<file path="src/rtl/buzzer_tone_driver.sv">
// Piezo buzzer driver: picks the highest active buzzer channel and drives a
// channel-specific square-wave tone, gated into a repeating ON/OFF beep cadence.
// All outputs are derived from flops only; buzz_en never reaches them combinationally.
module buzzer_tone_driver #(
    parameter int DIV1     = 12,
    parameter int DIV2     = 8,
    parameter int DIV3     = 5,
    parameter int BEEP_ON  = 24,
    parameter int BEEP_OFF = 12,
    parameter int W        = 8
) (
    input  logic         clk,
    input  logic         rst_n,
    input  logic         ena,
    input  logic [2:0]   buzz_en,
    output logic         tone_p,
    output logic         tone_n,
    output logic         active,
    output logic [1:0]   chan
);

    typedef enum logic [1:0] {
        IDLE = 2'd0,
        ON   = 2'd1,
        OFF  = 2'd2
    } state_t;

    // Terminal counts: each phase lasts N cycles, so counters wrap at N-1.
    localparam logic [W-1:0] DIV1_LAST = W'(DIV1 - 1);
    localparam logic [W-1:0] DIV2_LAST = W'(DIV2 - 1);
    localparam logic [W-1:0] DIV3_LAST = W'(DIV3 - 1);
    localparam logic [W-1:0] ON_LAST   = W'(BEEP_ON - 1);
    localparam logic [W-1:0] OFF_LAST  = W'(BEEP_OFF - 1);

    state_t       state, state_nx;
    logic [1:0]   chan_nx;
    logic         tone_nx;
    logic [W-1:0] div_cnt, div_nx;
    logic [W-1:0] cad_cnt, cad_nx;
    logic [1:0]   sel;
    logic [W-1:0] div_last;

    // Highest-numbered active buzzer wins.
    always_comb begin
        if (buzz_en[2])      sel = 2'd3;
        else if (buzz_en[1]) sel = 2'd2;
        else if (buzz_en[0]) sel = 2'd1;
        else                 sel = 2'd0;
    end

    // Half-period terminal count for the channel currently sounding.
    always_comb begin
        case (chan)
            2'd2:    div_last = DIV2_LAST;
            2'd3:    div_last = DIV3_LAST;
            default: div_last = DIV1_LAST;
        endcase
    end

    // State and datapath registers; reset beats the clock enable.
    always_ff @(posedge clk) begin
        if (!rst_n) begin
            state   <= IDLE;
            chan    <= 2'd0;
            tone_p  <= 1'b0;
            div_cnt <= '0;
            cad_cnt <= '0;
        end else if (ena) begin
            state   <= state_nx;
            chan    <= chan_nx;
            tone_p  <= tone_nx;
            div_cnt <= div_nx;
            cad_cnt <= cad_nx;
        end
    end

    // Next state: release > channel change > normal cadence sequencing.
    always_comb begin
        state_nx = state;
        chan_nx  = chan;
        tone_nx  = tone_p;
        div_nx   = div_cnt;
        cad_nx   = cad_cnt;
        case (state)
            IDLE: begin
                if (sel != 2'd0) begin
                    state_nx = ON;
                    chan_nx  = sel;
                    tone_nx  = 1'b1;
                    div_nx   = '0;
                    cad_nx   = '0;
                end
            end
            ON, OFF: begin
                if (sel == 2'd0) begin
                    state_nx = IDLE;
                    chan_nx  = 2'd0;
                    tone_nx  = 1'b0;
                    div_nx   = '0;
                    cad_nx   = '0;
                end else if (sel != chan) begin
                    // Restart immediately at the new pitch, mid-phase or not.
                    state_nx = ON;
                    chan_nx  = sel;
                    tone_nx  = 1'b1;
                    div_nx   = '0;
                    cad_nx   = '0;
                end else if (state == ON) begin
                    if (cad_cnt == ON_LAST) begin
                        // End of beep wins over a coincident divider toggle.
                        state_nx = OFF;
                        tone_nx  = 1'b0;
                        div_nx   = '0;
                        cad_nx   = '0;
                    end else begin
                        cad_nx = cad_cnt + W'(1);
                        if (div_cnt == div_last) begin
                            tone_nx = ~tone_p;
                            div_nx  = '0;
                        end else begin
                            div_nx  = div_cnt + W'(1);
                        end
                    end
                end else begin
                    if (cad_cnt == OFF_LAST) begin
                        state_nx = ON;
                        tone_nx  = 1'b1;
                        div_nx   = '0;
                        cad_nx   = '0;
                    end else begin
                        cad_nx = cad_cnt + W'(1);
                    end
                end
            end
            default: begin
                state_nx = IDLE;
                chan_nx  = 2'd0;
                tone_nx  = 1'b0;
                div_nx   = '0;
                cad_nx   = '0;
            end
        endcase
    end

    // Outputs decoded from registered state only.
    always_comb begin
        active = (state != IDLE);
        tone_n = (state == ON) & ~tone_p;
    end

endmodule

</file>
<file path="config.mk">
export PLATFORM = sky130hd
export DESIGN_NAME = buzzer_tone_driver
export DESIGN_NICKNAME = d
export VERILOG_FILES = /design/src/rtl/buzzer_tone_driver.sv
export SDC_FILE = /design/constraint.sdc
export NUM_CORES = 1
export LEC_CHECK = 0
export BUFFER_PORTS_ARGS = -buffer_cell sky130_fd_sc_hd__buf_4
export CORE_MARGIN = 3
export CORE_UTILIZATION = 35
export CTS_CLUSTER_DIAMETER = 40
export DETAILED_ROUTE_END_ITERATION = 8
export HOLD_SLACK_MARGIN = 0.15
export SYNTH_ARGS = -nofsm -noshare
export SYNTH_HDL_FRONTEND = slang
export SYNTH_SLANG_ARGS = --single-unit
</file>
<file path="constraint.sdc">
create_clock -name clk -period 2.3 [get_ports clk]
set_clock_uncertainty 0.15 [all_clocks]
set_input_delay 0 -clock clk [delete_from_list [all_inputs] [get_ports clk]]
set_output_delay 0 -clock clk [all_outputs]
set_load 0.03 [all_outputs]
</file>
### Yosys cells after proc, flatten, opt, wreduce, memory -nomap -nowiden

Cells that the tools add are included.

| storage, ports and cells | value |
|---|---|
| output and inout bits | 5 |
| bits in registers | 21 |
| input bits | 6 |

| operators by class | value |
|---|---|
| add/subtract/negate cells | 2 |
| reduce and logical (&&, ||, !) cells | 10 |
| equal/unequal tests | 13 |
| muxes and demuxes | 37 |
| bitwise operators | 2 |

Operators with widths:

| operator | number |
|---|---|
| $mux W8 | 12 |
| $pmux W8 S2 | 2 |
| $mux W2 | 11 |
| $add A8 B1 Y8 const B | 2 |
| $ne A5 B5 Y1 const B | 2 |
| $eq A8 B4 Y1 const B | 1 |
| $eq A8 B5 Y1 const B | 1 |
| $eq A8 B8 Y1 | 1 |
| $mux W1 | 8 |
| $pmux W2 S2 | 2 |
| $pmux W4 S2 | 1 |
| $reduce_and A4 Y1 | 2 |
| $eq A2 B2 Y1 const B | 3 |
| $ne A6 B6 Y1 const B | 1 |
| $reduce_and A3 Y1 | 2 |
| $logic_not A2 Y1 | 2 |
| $reduce_bool A2 Y1 | 2 |
| $ne A3 B3 Y1 const B | 1 |
| $eq A2 B1 Y1 const B | 1 |
| $ne A2 B2 Y1 | 1 |
| $ne A2 B2 Y1 const B | 1 |
| $pmux W1 S2 | 1 |
| $reduce_and A2 Y1 | 1 |
| $reduce_or A2 Y1 | 1 |
| 2 further kinds | 2 |

### Depth between registers and ports, before layout

| depth | value |
|---|---|
| depth in word-level cells | 9 |
| depth in mapped cells | 9 |
| depth with buffers taken out | 8 |

### Worst setup path before layout

No wires, ideal clock.

| path | value |
|---|---|
| kind | flip-flop to flip-flop |
| from | register chan[0] |
| to | register div_cnt[6] |
| path buffers | 1 |
| data arrival time | 1.889 ns |
| cell stages (with the launch flop) | 8 |
| setup time | 0.070 ns |
| slack | 0.191 ns |
| cells stage by stage | dfxtp_1 -> nor4bb_1 -> a31o_2 -> o211a_4 -> nand2b_4 -> buf_6 -> or3_1 -> a21oi_1 |

| on the way | value |
|---|---|
| cells in the longest elaborated chain, start to end | 9 |
| elaborated cells on any way between the ends | 13 |

RTL lines:

| item | line | source |
|---|---|---|
| from (decl) | 19 | `output logic [1:0] chan` |
| from (signal assigned) | 70 | `chan <= chan_nx;` |
| $eq A2 B2 Y1 | 53 | `case (chan)` |
| $pmux W4 S2 | 53 |  |
| $eq A8 B8 Y1 | 117 | `if (div_cnt == div_last) begin` |
| $mux W8 | 117 |  |
| $mux W8 | 109 | `if (cad_cnt == ON_LAST) begin` |
| $mux W8 | 108 | `end else if (state == ON) begin` |
| $mux W8 | 101 | `end else if (sel != chan) begin` |
| $mux W8 | 95 | `if (sel == 2'd0) begin` |
| $pmux W8 S2 | 84 | `case (state)` |
| to (signal assigned) | 72 | `div_cnt <= div_nx;` |
| to (decl) | 38 | `logic [W-1:0] div_cnt, div_nx;` |

Parallel ways exist; a longest one is shown, timed or not.
A chain may end at the register's enable or synchronous reset.

### Worst setup path in the final report

| path | value |
|---|---|
| from | register cad_cnt[0] |
| to | register div_cnt[6] |

| on the way | value |
|---|---|
| cells in the longest elaborated chain, start to end | 6 |
| elaborated cells on any way between the ends | 9 |

RTL lines:

| item | line | source |
|---|---|---|
| from (decl) | 39 | `logic [W-1:0] cad_cnt, cad_nx;` |
| from (signal assigned) | 73 | `cad_cnt <= cad_nx;` |
| $eq A8 B5 Y1 | 109 |  |
| $mux W8 | 109 |  |
| $mux W8 | 108 |  |
| $mux W8 | 101 |  |
| $mux W8 | 95 |  |
| $pmux W8 S2 | 84 |  |

Parallel ways exist; a longest one is shown, timed or not.

==> metrics.md <==
| Metric | Value |
|---|---|
| Area Growth Syn to Fin | 16.9% |
| Proportion of synthesized flip-flops having asynchronous set or reset | 0% |
| Critical path's most frequent cell | a21oi_1 |
| Total number of H-tree levels | 1 |
| Post-synthesis instance area | 1220 um2 |
| Fraction of the mapped netlist area in simple logic gates | 32.2% |
| Run status | finished, final reports clean |
| Cells taking the most area after synthesis | dfxtp_1, nor2_1, ha_1 |
| Commonest cells after routing, fill and taps aside | dfxtp_1, nor2_1, buf_4 |
| Leakage power summed over all cells | 0.000531 uW |
| HPWL reported at the end of detailed placement | 2000 um |
| Clk sink count | 21 |
| Clock tree buffer depth | 2 |
| Number of synthesized flops with an enable pin | 0 |
| Global-route wire length before repair | 4370 um |
| Standard-cell rows | 20 |
| Routed WL | 2690 um |
| Category of the critical setup timing path | register to register |
| Cell type of the slowest stage on the worst timing path | dfxtp_1 |
| Sequence of cells on the critical path | ha_1, nor4b_4, a21oi_1, o211a_4, nand2b_4, or3_1, a21oi_1 |
| Worst slew margin relative to its limit | 64.3% |
| Height of the die | 65.1 um |
| Ant diodes | 0 |
| Cts bufs inserted | 3 |
| F_max | 0.473 GHz |
| Source-to-sink clock delay at the later pin of the worst-skew pair | 0.29 ns |
| Residual overflow from global routing | 0 |
| Iteration-0 DRC Markers | 91 |
| Top-area cell type share of the netlist area | 34.4% |
| Proportion of layout cells with a drive suffix above 1 | 13.2% |
| Die area | 4240 um2 |
| Final count of pins violating max slew | 0 |
| #FFs+latches synth | 21 |
| Complex-gate fraction of the synthesized area | 14.8% |
| Primary FF master, synth | dfxtp_1 |
| Total count of hold-check failures in the final report | 0 |
| Cell taking the most area after synthesis | dfxtp_1 |
| Die X | 65.1 um |
| Share of the yosys chip area belonging to registers | 34.4% |
| Share of the clock period used by the worst path after layout | 91.9% |
| Routability congestion estimate | 0.835 |
| Via count normalized by instance count | 5.31 |
| Most common cell after layout, fill and taps aside | dfxtp_1 |
| Final critical path time including I/O delays and setup | 2.11 ns |
| I/O pin cnt | 11 |
| Critical Path Start Type | register |
| Largest fanout on the critical path | 9 |
| Number of search-and-repair iterations in the first detailed-routing pass | 4 |
| Antenna violations before repair | 0 |
| Crit path largest cell delay | 0.38 ns |
| # setup viols final | 0 |
| Peak VDD IR | 304 uV |
| Vias in the first global route | 982 |
| Tot GR Track Use | 12.9% |
| TritonCTS clock tree | yes |
| Root Buffer Master | clkbuf_4 |
| Share of synthesized area spent on multiplexers | 1.64% |
| Effective utilization at floorplan | 38.2% |
| Worst-Margin Slew | 0.530 ns |
| Pre-CTS worst setup slack | 0.0973 ns |
| CP endpoint kind | register |
| Total core area | 3200 um2 |
| Number of cells produced by synthesis | 142 |
| Number of nets at the end of the flow | 171 |
| Post-synthesis share of cell area spent on full adders, half adders and majority gates | 5.12% |
| Post-synthesis cell type count | 41 |
| CTS clock-pin slew for the worst setup and hold paths | 0.12 ns |
| Maxcap violations | 0 |
| RSZ-0062 raised after global routing | no |
| Top Family by Delay on Critical Path | simple AND/OR/NAND/NOR gates |
| Min setup slack post-route | 0.186 ns |
| Per-instance average area after synthesis | 8.61 um2 |
| IO buf count | 10 |
| Count of antenna-violating nets left after detailed routing | 0 |
| Yosys synthesis warning count | 0 |
| Parity-gate share of the synthesized area counting xor and xnor cells | 8.60% |
| Setup tns final | 0 ns |
| Combinational family with the most area after synthesis | simple AND/OR/NAND/NOR gates |
| Net count after synthesis | 153 |
| Cell area power density | 482 nW/um2 |
| Detailed-route wire length per cell | 13.2 um |
| Pin count of the biggest net entering global routing | 13 |
| Routed vias | 1077 |
| DRC violations left | 0 |
| Tightest Hold Check Type | primary input to register |
| Arrival time of the worst setup path | 2.20 ns |
| CP bufs+invs | 0 |
| Required time worst endpoint | 2.38 ns |
[metal layers]
layer	wire length, um	vias to the layer above	global-route usage, %
met5	0	-	0
met4	13	0	2.07
met3	108	2	2.74
met2	1180	22	20.8
met1	1380	505	18.0
li1	-	548	-
[what timing repair did]
action                                  4_1_cts  5_1_grt
endpoints found under the setup margin        0        7
setup buffers                                 0        0
endpoints found under the hold margin        21        0
resized for setup                             0        2
hold buffers                                  5        0
[cells in the mapped netlist (all sizes together), types with 3 or more instances]
cell and n:
nand2 10, nand4b 3, ha 5, dfxtp 21, o21ai 8, xnor2 6
nand4 4, nor3 4, and3 3, xor2 6, a21oi 9, or3 4
nor3b 3, nor2 18, nand3 5, nor4bb 3, inv 5
[sequential cells by signal, summed over array words and instances (netlist names)]
| register | flops |
|---|---|
| cad_cnt | 8 |
| div_cnt | 8 |
| chan | 2 |
| state | 2 |
| tone_p | 1 |
[kinds of logic (layout without fill, tap and decap cells)]
logic type               after synthesis  count (layout)
AO/OA/AOI/OAI                         27              27
AND/OR/NAND/NOR                       67              67
flip-flops                            21              21
multiplexers                           2               2
buffers and inverters                  8              25
adder cells (fa/ha/maj)                5               5
XOR/XNOR                              12              12
[worst min-delay path: cells and delay by family]
family | cells | cell delay [ns]
buffers and inverters | 2 | 0.29
AO/OA/AOI/OAI | 1 | 0.12
AND/OR/NAND/NOR | 1 | 0.04
XOR/XNOR | 1 | 0.13
[final cells by class]
cell class | instances | area [um2]
clock buffer | 4 | 26.3
fill | 325 | 1770
inverter | 5 | 18.8
multi-input combinational | 113 | 776
sequential | 21 | 420
tap | 44 | 55.1
timing repair buffer | 16 | 133
[final timing paths]
kind / startpoint / end / slack (ns) / cells after the start
worst max-delay path: cad_cnt[0] / div_cnt[6] / 0.19 / 7
worst min-delay path: ena / cad_cnt[0] / 0.18 / 5
worst max register to register: cad_cnt[0] / div_cnt[6] / 0.19 / 7
worst min register to register: div_cnt[6] / div_cnt[6] / 0.37 / 2
[power by group]
part	internal, uW	leakage (uW)	switching (uW)	total (uW)
clock network	67.3	0.0000150	107	174
logic	54.5	0.000345	73.5	128
registers	373	0.000170	13.2	387
total	495	0.000531	194	689
[metrics by stage]
step                power, uW  util, %  instances  hold WS [ns]  area, um2
floorplan                 475        -        142       -0.0145       1220
global placement          511     41.8        194         0.124       1340
detailed placement        514     41.8        194         0.144       1340
CTS                       691     44.2        203         0.175       1420
global route              717     44.6        203         0.208       1430
finish                    689     44.6        203         0.181       1430
(Power assumes the default switching activity.)
